### src/rtl/mem_arbiter.sv
// mem_arbiter: lets NUM_CH cache controllers share one block-wide memory port, one access at a time.
// Round-robin by default; define ARB_FIXED_PRIO_EN for fixed priority (lowest index wins).
module mem_arbiter #(
  parameter int NUM_CH  = 2,
  parameter int ADDR_W  = 6,
  parameter int BLOCK_W = 128
) (
  input  logic                        CLK,
  input  logic                        RESET,
  input  logic [NUM_CH-1:0]           REQ_READ,
  input  logic [NUM_CH-1:0]           REQ_WRITE,
  input  logic [NUM_CH*ADDR_W-1:0]    REQ_ADDRESS,
  input  logic [NUM_CH*BLOCK_W-1:0]   REQ_WRITEDATA,
  output logic [BLOCK_W-1:0]          REQ_READDATA,
  output logic [NUM_CH-1:0]           REQ_BUSYWAIT,
  output logic                        MEM_READ,
  output logic                        MEM_WRITE,
  output logic [ADDR_W-1:0]           MEM_ADDRESS,
  output logic [BLOCK_W-1:0]          MEM_WRITEDATA,
  input  logic [BLOCK_W-1:0]          MEM_READDATA,
  input  logic                        MEM_BUSYWAIT
);

  localparam int CH_W = (NUM_CH > 1) ? $clog2(NUM_CH) : 1;

  typedef enum logic [1:0] {IDLE, ISSUE, DONE} state_t;

  state_t             state_q, state_d;
  logic [CH_W-1:0]    grant_q, grant_d;
  logic [CH_W-1:0]    last_grant_q, last_grant_d;
  logic [CH_W-1:0]    winner;
  logic               seen_busy_q, seen_busy_d;
  logic [BLOCK_W-1:0] rdata_q, rdata_d;
  logic               mem_read_q, mem_read_d;
  logic               mem_write_q, mem_write_d;
  logic [ADDR_W-1:0]  mem_addr_q, mem_addr_d;
  logic [BLOCK_W-1:0] mem_wdata_q, mem_wdata_d;
  logic [NUM_CH-1:0]  req;
  logic               any_req;

  assign req     = REQ_READ | REQ_WRITE;
  assign any_req = |req;

  // Scan from the far end so the candidate closest to the search start is the last one assigned.
  always_comb begin
    int idx;
    idx    = 0;
    winner = '0;
`ifdef ARB_FIXED_PRIO_EN
    for (int i = NUM_CH - 1; i >= 0; i--) begin
      if (req[i]) winner = CH_W'(i);
    end
`else
    for (int k = NUM_CH; k >= 1; k--) begin
      idx = int'(last_grant_q) + k;
      if (idx >= NUM_CH) idx = idx - NUM_CH;
      if (req[idx]) winner = CH_W'(idx);
    end
`endif
  end

  always_ff @(posedge CLK) begin
    if (RESET) state_q <= IDLE;
    else       state_q <= state_d;
  end

  always_comb begin
    state_d = state_q;
    case (state_q)
      IDLE:    if (any_req) state_d = ISSUE;
      ISSUE:   if (seen_busy_q && !MEM_BUSYWAIT) state_d = DONE;
      DONE:    state_d = IDLE;
      default: state_d = IDLE;
    endcase
  end

  // Memory-side strobes are registered at the grant edge and held until the access completes.
  always_comb begin
    grant_d      = grant_q;
    last_grant_d = last_grant_q;
    seen_busy_d  = seen_busy_q;
    rdata_d      = rdata_q;
    mem_read_d   = mem_read_q;
    mem_write_d  = mem_write_q;
    mem_addr_d   = mem_addr_q;
    mem_wdata_d  = mem_wdata_q;
    case (state_q)
      IDLE: begin
        mem_read_d  = 1'b0;
        mem_write_d = 1'b0;
        if (any_req) begin
          grant_d     = winner;
          seen_busy_d = 1'b0;
          mem_write_d = REQ_WRITE[winner];
          mem_read_d  = REQ_READ[winner] & ~REQ_WRITE[winner];
          mem_addr_d  = REQ_ADDRESS[int'(winner)*ADDR_W +: ADDR_W];
          mem_wdata_d = REQ_WRITEDATA[int'(winner)*BLOCK_W +: BLOCK_W];
        end
      end
      ISSUE: begin
        if (MEM_BUSYWAIT) seen_busy_d = 1'b1;
        if (seen_busy_q && !MEM_BUSYWAIT) begin
          if (mem_read_q) rdata_d = MEM_READDATA;
          last_grant_d = grant_q;
          mem_read_d   = 1'b0;
          mem_write_d  = 1'b0;
        end
      end
      DONE: begin
        mem_read_d  = 1'b0;
        mem_write_d = 1'b0;
      end
      default: begin
        mem_read_d  = 1'b0;
        mem_write_d = 1'b0;
      end
    endcase
  end

  always_ff @(posedge CLK) begin
    if (RESET) begin
      grant_q      <= '0;
      last_grant_q <= CH_W'(NUM_CH - 1);
      seen_busy_q  <= 1'b0;
      rdata_q      <= '0;
      mem_read_q   <= 1'b0;
      mem_write_q  <= 1'b0;
      mem_addr_q   <= '0;
      mem_wdata_q  <= '0;
    end else begin
      grant_q      <= grant_d;
      last_grant_q <= last_grant_d;
      seen_busy_q  <= seen_busy_d;
      rdata_q      <= rdata_d;
      mem_read_q   <= mem_read_d;
      mem_write_q  <= mem_write_d;
      mem_addr_q   <= mem_addr_d;
      mem_wdata_q  <= mem_wdata_d;
    end
  end

  // A requester stalls until the single DONE cycle of its own grant.
  always_comb begin
    REQ_BUSYWAIT = '0;
    for (int i = 0; i < NUM_CH; i++) begin
      REQ_BUSYWAIT[i] = req[i] & ~((state_q == DONE) && (grant_q == CH_W'(i)));
    end
  end

  assign REQ_READDATA  = rdata_q;
  assign MEM_READ      = mem_read_q;
  assign MEM_WRITE     = mem_write_q;
  assign MEM_ADDRESS   = mem_addr_q;
  assign MEM_WRITEDATA = mem_wdata_q;

endmodule

### config.mk
export PLATFORM = sky130hd
export DESIGN_NAME = mem_arbiter
export DESIGN_NICKNAME = d
export VERILOG_FILES = /design/src/rtl/mem_arbiter.sv
export SDC_FILE = /design/constraint.sdc
export NUM_CORES = 1
export LEC_CHECK = 0
export CAP_MARGIN = 5
export CORE_AREA = 2 2 261 263
export DETAILED_ROUTE_END_ITERATION = 8
export DIE_AREA = 0 0 263 265
export GPL_ROUTABILITY_DRIVEN = 0
export GPL_TIMING_DRIVEN = 0
export MAX_ROUTING_LAYER = met4
export PLACE_DENSITY_LB_ADDON = 0.3
export SYNTH_ARGS = -nofsm -noshare
export SYNTH_HDL_FRONTEND = slang
export SYNTH_SLANG_ARGS = --single-unit
### constraint.sdc
create_clock -name CLK -period 4.7 [get_ports CLK]
set_input_delay 0.705 -clock CLK [delete_from_list [all_inputs] [get_ports CLK]]
set_output_delay 0.705 -clock CLK [all_outputs]
set_load 0.01 [all_outputs]
==> results of run 1 <==
## per-stage QoR
stage	setup slack (ns)	cell area (um2)	total power, mW
after global routing	1.477	19260	6.492
after detailed placement	1.004	18180	3.722
after floorplan	2.794	10410	2.924
final	1.609	19260	6.194
after global placement	1.048	18180	3.715
after CTS	1.587	19250	6.304
## per-layer routing
layer	global-route usage [%]	part of all wire, %
met3	5.248	8.7
met4	4.479	2.4
met2	26.68	50
met5	-	0
met1	15.91	39
## kinds of logic (layout without fill, tap and decap cells)
group | Yosys count | count (layout) | share of synthesized area [%]
and+or+nand+nor | 674 | 674 | 24.51
AOI/OAI and AO/OA | 280 | 280 | 18.72
DFF | 269 | 269 | 51.71
buffers and inverters | 122 | 847 | 5.058
other | 0 | 6 | 0
## final timing paths
kind | slack, ns | depth (start not counted) | from | to
setup / recovery | 1.61 | 6 | REQ_WRITE[1] | MEM_WRITEDATA[14]
hold / removal | 0.45 | 2 | REQ_READDATA[24] | REQ_READDATA[24]
setup reg to reg | 2.13 | 4 | state_q[1] | MEM_WRITEDATA[14]
hold reg to reg | 0.45 | 2 | REQ_READDATA[24] | REQ_READDATA[24]
## power groups by stage
| stage | clock (mW) | combinational [mW] | sequential, mW |
|---|---|---|---|
| global placement | 0 | 1.18 | 2.53 |
| CTS | 2.62 | 1.19 | 2.49 |
| finish | 2.53 | 1.18 | 2.49 |
| global route | 2.72 | 1.27 | 2.51 |
| detailed placement | 0 | 1.18 | 2.54 |
| floorplan | 0 | 0.337 | 2.59 |
## worst min-delay path, stage by stage, from the launching register on
cell	delay [ns]
dfxtp_1	0.30
nand2_1	0.05
a21oi_1	0.05
## registers in the layout, indices dropped and copies added (netlist names)
| name | flops |
|---|---|
| grant_q | 1 |
| last_grant_q | 1 |
| MEM_WRITEDATA | 128 |
| REQ_READDATA | 128 |
| state_q | 2 |
| MEM_ADDRESS | 6 |
| seen_busy_q | 1 |
| MEM_READ | 1 |
| MEM_WRITE | 1 |
## layout by cell type (no fill, tap or decap), drive strengths merged, types with 4 or more instances in the layout
cell type,netlist,routed
diode,0,6
clkinv,0,6
a311oi,134,134
clkdlybuf4s50,0,667
inv,6,8
buf,56,56
a31oi,4,4
clkbuf,60,110
nand2,528,528
dfxtp,269,269
nor2,139,139
a21oi,133,133
## area by class of cell
| class | count | share of cell area [%] |
|---|---|---|
| antenna | 6 | 0.07795 |
| sequential | 269 | 27.96 |
| buffer | 116 | 2.618 |
| tap | 873 | 5.671 |
| multi-input combinational | 954 | 23.37 |
| clock buffer | 50 | 5.197 |
| clock inverter | 8 | 0.3248 |
| timing repair buffer | 667 | 34.66 |
| inverter | 6 | 0.1169 |
==> impl_results.md, run 1 <==
- Core box area: 66800 um2
- Min-Delay Path Class: reg -> reg
- Max clock buf depth: 3
- Startpoint Class: input port
- Clock share of power: 40.8%
- Iteration-0 DRC Markers: 588
- CTS tree: built
- PwrDens: 321.6 nW/um2
- # resized after CTS: 0
- Slowest CP cell: a211oi_4
- Area contributors post-synth: dfxtp_1, nand2_1, a311oi_1
- Gate power share: 19.0%
- Critical Path RT: 5.05 ns
- Crit path DAT: between 3 and 4 ns
- Post-synth top flop: dfxtp_1
- First-pass GRT wire length: 78.32 mm
- Reg area: between 5000 and 6000 um2
- Chip Height: 265 um
- DP HPWL: 42.64 mm
- Multi-input logic area: 4502 um2
- Final hold viol count: 0
- Post-CTS Hold Fix Bufs: 0
- Placed Cells: 2885
- Buf+Inv Stages, Crit Path: 3
- H-tree depth: 2
- Synth Instances: 1345
- Die ar.: 69700 um2
- CTS Buf Count: 34
- Tmin final: 3.091 ns
- Clock sink count: 269
- Pre-antenna DRT Iters: 6
- Starting Density: 15.59%
- EDFF count, synth: 0
- Drt drc: 0
- Yosys Warn Count: 0
- Initial antenna violation count: 6
- Crit. End Element: register
- Switch Pwr: 1.659 mW
- Width of the die: 263 um
- Final #Nets: 2451
- Vias in the first global route: 12700
- Largest net degree at the start of global routing: 12
- Post-Syn Area: about 10000 um2
- RSZ-0062 raised after global routing: no
- # IOs: 669
- Clk Latency, worst-skew pair: 0.54 ns
- Area Overhead vs Synth: 84.96%
- Leakage: 6.899 nW
- FFs w/ async S/R, synth: 0%
- Fin crit share: roughly two thirds
- Rows: between 90 and 100
- Most frequent cell after synthesis: nand2_1
- Worst-path maximum fanout: 10
- Relative slew slack: between 30% and 40%
- Fin Hold WS: about 0.45 ns
- Total Wirelength: 53.58 mm
- Switch share: between 20 and 30%
- Pint: 4.535 mW
- Status: finished clean
- Max Cap Viol: 0
- VDD IR max: 0.1827 mV
- Routed wire per std cell: about 18 um
- Worst setup path class: in -> reg
- # setup viols final: 0
- Fin. max-slew vios: 0
- Final clock skew: 0.02248 ns
- Seq/Total Area, Yosys: 51.71%
- Vias per cell: ~4.2
- Crit-path cells: clkdlybuf4s50_1 > nor2_1 > a211oi_4 > buf_4 > clkbuf_1 > a311oi_1
- Synthesized flop and latch total: about 270
- Worst-margin pin slew: 0.9576 ns
- Setup bufs post-CTS: 0
- ANT nets after route: 0
- Fmax: 323.5 MHz
- Count of cell types in the netlist: 24
- Remaining global-route overflow: 0
- Layout fillers: 7130
- Mapped Avg Cell Area: 7.743 um2
- Fraction of layout cells with a size suffix above 1: 5.072%
- Clk slew on worst S/H paths: ~0.050 ns
- Synthesized Nets: 1748
- Utilization after layout: 28.83%
- Slowest cell delay on critical path: ~0.73 ns
- Share of the synthesized area in the top cell type: roughly 52%
- Cell accounting for the most synthesized area: dfxtp_1
- Post-Layout Cell Count: 2949
- Crit path max-delay family: buffers and inverters
- Commonest cells in the netlist: nand2_1, dfxtp_1, nor2_1
- DR vias: 12280
- IO buf count: 667
- Sequential cell fraction of total power: roughly 40%
- Clk root buf: clkbuf_16
- Global-route usage over all layers: 15.13%
- TNS Setup: 0 ns
No activity file was read; power rests on OpenSTA's default activity.
==> run 2: changes to the inputs <==
- clock period: 4.7 -> 2.5 ns (I/O delays scaled with it)
==> run 2 against run 1 <==
Total power up 88%. Utilization up 0.073 points. Sequential power up 88%. Largest power group unchanged. Final cell count up 0.10%. Clock skew shrank 0.00056 ns. Largest cell class unchanged.
==> impl_results.md, run 2 (same netlist as run 1, synthesis figures left out) <==
- Clk slew on worst S/H paths: ~0.050 ns
- Startpoint Class: input port
- # setup viols final: 0
- Final clock skew: 0.02193 ns
- Routed wire per std cell: 18.22 um
- Slowest CP cell: clkbuf_1
- PwrDens: 604.1 nW/um2
- Rows: between 90 and 100
- Crit. End Element: register
- H-tree depth: 2
- CTS Buf Count: 34
- # IOs: 669
- Clk root buf: clkbuf_16
- DP HPWL: 42.64 mm
- Drt drc: 0
- Fin. max-slew vios: 0
- Pint: 8.538 mW
- Switch Pwr: 3.127 mW
- CTS tree: built
- Starting Density: ~16%
- Global-route usage over all layers: 15.19%
- Clock share of power: 40.8%
- VDD IR max: 0.3442 mV
- Pre-antenna DRT Iters: 4
- Initial antenna violation count: 6
- Fin crit share: a little over nine tenths
- Hold wc startpoint: MEM_READDATA[82]
- Vias per cell: 4.168
- Min-Delay Path Class: in -> reg
- Final #Nets: around 2500
- First-pass GRT wire length: 78.58 mm
- Largest net degree at the start of global routing: 12
- Worst-margin pin slew: between 0.9 and 1 ns
- Remaining global-route overflow: 0
- Tmin final: about 2.4 ns
- Fin Hold WS: around 0.38 ns
- Max Cap Viol: 0
- Crit-path cells: clkdlybuf4s50_1 > nor2_1 > a211oi_4 > buf_12 > buf_4 > clkbuf_1 > a311oi_1
- Post-CTS Hold Fix Bufs: 0
- Fraction of layout cells with a size suffix above 1: ~5.2%
- Worst-path maximum fanout: 10
- R2r startpoint: state_q[1]
- Max clock buf depth: 3
- Slowest cell delay on critical path: roughly 0.7 ns
- Reg area: 5385 um2
- Commonest cells after routing, fill and taps aside: clkdlybuf4s50_1, nand2_1, dfxtp_1
- RSZ-0062 raised after global routing: no
- Leakage: 6.923 nW
- Fmax: 417.4 MHz
- Layout fillers: 7139
- Clock sink count: 269
- Total Wirelength: 53.80 mm
- ANT nets after route: 0
- Area Overhead vs Synth: 85.43%
- IO buf count: 667
- DR vias: 12310
- Crit path DAT: 2.74 ns
- Clk Latency, worst-skew pair: 0.54 ns
- Sequential cell fraction of total power: 40.1%
- Critical Path RT: 2.85 ns
- Core box area: 66800 um2
- Iteration-0 DRC Markers: 589
- Total power draw: 11.67 mW
- Status: finished clean
- Die ar.: 69700 um2
- Worst setup path class: in -> reg
- Most common cell after layout, fill and taps aside: clkdlybuf4s50_1
- Chip Height: 265 um
- Relative slew slack: between 30% and 40%
- Width of the die: 263 um
- Gate power share: 19.1%
- Vias in the first global route: 12720
- Final hold viol count: 0
- Switch share: 26.81%
- CP startpoint: REQ_WRITE[1]
- Multi-input logic area: between 4000 and 5000 um2
==> run 2: cell type report <==
type | instances | area share, %
Inverter | 6 | 0.1166
Timing Repair Buffer | 670 | 34.76
Tap cell | 873 | 5.657
Buffer | 116 | 2.644
Clock buffer | 50 | 5.184
Antenna cell | 6 | 0.07776
Multi-Input combinational cell | 954 | 23.35
Clock inverter | 8 | 0.3240
Sequential cell | 269 | 27.89
==> run 2: timing repair <==
| item | CTS | global route |
|---|---|---|
| pin swaps | 1 | 0 |
| setup buffers | 3 | 0 |
| resized for setup | 0 | 3 |
| setup endpoints to repair | 125 | 6 |
==> run 2: path summary, 6_finish.rpt <==
| kind | endpoint | cells past startpoint | slack, ns |
|---|---|---|---|
| max | MEM_WRITEDATA[21] | 7 | 0.10 |
| max reg2reg | REQ_READDATA[49] | 6 | 0.18 |
| min reg2reg | REQ_READDATA[24] | 2 | 0.45 |
| min | REQ_READDATA[82] | 3 | 0.38 |
==> run 2: metal layers <==
metal	vias up	part of all wire, %	GRT usage, %
met4	0	2.2	4.402
met2	496	50	26.86
li1	5962	-	-
met5	-	0	-
met1	5778	39	15.97
met3	69	8.4	5.248
==> run 2: power by group through the flow <==
stage / Clock (mW) / Combinational, mW / Sequential, mW
5_1_grt: 5.11 / 2.40 / 4.71
3_3_place_gp: 0 / 2.22 / 4.76
3_5_place_dp: 0 / 2.23 / 4.77
2_1_floorplan: 0 / 0.633 / 4.86
4_1_cts: 4.93 / 2.26 / 4.68
6_report: 4.76 / 2.23 / 4.68
==> run 2: metrics by stage <==
stage	instances	cell area [um2]	utilization [%]	TNS (ns)	setup WS (ns)
4_1_cts	2946	19280	28.86	0	0.02354
2_1_floorplan	1345	10410	-	0	0.9235
3_3_place_gp	2885	18180	27.22	-112.09	-0.8216
3_5_place_dp	2885	18180	27.22	-121.39	-0.8661
6_report	2952	19310	28.91	0	0.1044
5_1_grt	2952	19310	28.91	0	0.01900
==> run 2: critical path: cells and delay by family <==
family	cells	cell delay [ns]
AO/OA/AOI/OAI	2	0.48
AND/OR/NAND/NOR	1	0.17
buffers and inverters	4	1.70
==> run 3: changes to the inputs <==
- CORE_AREA: 2 2 261 263 -> 2 2 257 259
- DIE_AREA: 0 0 263 265 -> 0 0 259 261
==> run 3 against run 2 <==
Combinational power hardly changed. Utilization increased by 0.69 points. Clock-buffer cell count down 5. Largest power group unchanged.
==> impl_results.md, run 3 (same netlist as run 1, synthesis figures left out) <==
- Worst Setup EP: REQ_BUSYWAIT[1]
- Fin crit share: 95.62%
- Critical R2R Capture: REQ_READDATA[108]
- Layout fillers: 6863
- # IOs: about 670
- Status: finished clean
- IO buf count: around 670
- Drt drc: 0
- Worst setup path class: in -> out
- Worst-margin pin slew: 1.007 ns
- Vias in the first global route: 12440
- Utilization after layout: 29.59%
- Iteration-0 DRC Markers: 550
- R2r setup slk: 0.24 ns
- Global-route usage over all layers: 15.28%
- DP HPWL: 41.94 mm
- Rows: 94
- Slowest cell delay on critical path: a little under 0.7 ns
- RSZ-0062 raised after global routing: no
- Clk root buf: clkbuf_16
- Total Wirelength: 53.17 mm
- Startpoint Class: input port
- Leakage: 6.898 nW
- Largest net degree at the start of global routing: 13
- Vias per cell: 4.194
- Width of the die: 259 um
- Min-Delay Path Class: in -> reg
- Tmin final: 2.391 ns
- Fin. max-slew vios: 0
- Chip Height: 261 um
- Post-Layout Cell Count: 2939
- Final hold viol count: 0
- Initial antenna violation count: 1
- R2r startpoint: state_q[0]
- Die ar.: roughly 68000 um2
- Most common cell after layout, fill and taps aside: clkdlybuf4s50_1
- Crit path DAT: ~2 ns
- Final clock skew: around 0.026 ns
- Placed Cells: 2876
- Place WS: -0.8227 ns
- Multi-input logic area: 4509 um2
- H-tree depth: 2
- Slowest CP cell: clkdlybuf4s50_1
- Crit path max-delay family: buffers and inverters
- Crit. End Element: primary output
- CP startpoint: REQ_WRITE[1]
- VDD IR max: 0.3722 mV
- Pre-antenna DRT Iters: 5
- Crit-path cells: clkdlybuf4s50_1 > nor2_1 > a31oi_1 > clkdlybuf4s50_1
- Max Cap Viol: 0
- First-pass GRT wire length: 75.86 mm
- PwrDens: 602.9 nW/um2
- Clock sink count: 269
- Clk slew on worst S/H paths: 0.06 ns
- TNS Setup: 0 ns
- Reg area: 5385 um2
- CTS Buf Count: 34
- Fraction of layout cells with a size suffix above 1: 5.116%
- Remaining global-route overflow: 0
- Clk Latency, worst-skew pair: 0.55 ns
- Critical Path RT: 2.12 ns
- Relative slew slack: 32.86%
- Final #Nets: 2454
- Fmax: 418.3 MHz
- # setup viols final: 0
- Critical path depth: 4
- Starting Density: 16.01%
- DR vias: 12330
- Routed wire per std cell: between 15 and 20 um
- Setup ws final: about 0.11 ns
- CP most frequent cell: clkdlybuf4s50_1
- Max clock buf depth: 3
- Worst-path maximum fanout: 4
- Core box area: roughly 65000 um2
- Commonest cells after routing, fill and taps aside: clkdlybuf4s50_1, nand2_1, dfxtp_1
- R2R cell count: 6
- Buf+Inv Stages, Crit Path: 2
- CTS tree: built
- ANT nets after route: 0
- Post-CTS Hold Fix Bufs: 0
- Area Overhead vs Synth: 84.83%
-- run 3: cell types whose count changed in the layout (fill, tap and decap cells not counted), moves of 2 or more --
cell / delta
clkbuf_8: -8
clkinv_2: +3
inv_6: -2
diode_2: -3
clkbuf_1: +2
-- run 3: tightest hold or removal path: cells and delay by family --
kind	cells	cell delay [ns]
buf+inv	1	0.39
simple gates	1	0.05
compound gates	1	0.05
-- run 3: cell type report --
class                   count  share of cell area (%)
diodes                      3                 0.03900
plain buffers             116                   2.626
clock buffers              45                   4.798
clock inverters            12                  0.5916
inverters                   6                  0.1170
multi-input cells         954                   23.43
flip-flops and latches    269                   27.98
well taps                 864                   5.617
repair buffers            670                   34.80
-- run 3: power breakdown --
part / total, mW / internal, mW / switching (mW)
clock: 4.70 / 2.71 / 1.99
combinational: 2.22 / 1.22 / 1.00
sequential: 4.68 / 4.54 / 0.145
total: 11.6 / 8.47 / 3.14
-- run 3: how the worst min path moves through the flow --
stage / from / to / slack, ns / depth (start not counted)
after floorplan: grant_q / grant_q / 0.46 / 2
after CTS: MEM_READDATA[48] / REQ_READDATA[48] / 0.33 / 3
after detailed placement: REQ_READDATA[69] / REQ_READDATA[69] / 0.45 / 2
after global placement: REQ_READDATA[98] / REQ_READDATA[98] / 0.44 / 2
final: MEM_READDATA[67] / REQ_READDATA[67] / 0.38 / 3
after global routing: MEM_READDATA[68] / REQ_READDATA[68] / 0.35 / 3
-- run 3: per-layer routing --
layer / global-route usage, % / up-vias / share of wire, %
li1: - / 5958 / -
met1: 16.73 / 5743 / 39
met2: 26.20 / 545 / 49
met3: 4.530 / 81 / 8.9
met4: 5.572 / 0 / 3.2
met5: - / - / 0
-- run 3: through the flow --
stage               hold WS [ns]  area [um2]  power, mW
finish                    0.3802       19250      11.60
global route              0.3524       19240      12.16
CTS                       0.3274       19230      11.80
detailed placement        0.4473       18170      6.998
global placement          0.4422       18170      6.988
floorplan                 0.4630       10410      5.496
-- run 3: repair_timing --
action                                  in CTS  in global routing
hold endpoints to repair                     0                  0
resized for setup                            1                  1
cloned                                       0                  0
endpoints found under the setup margin     120                 11
buffers inserted                             3                  0
pin swaps                                    1                  0
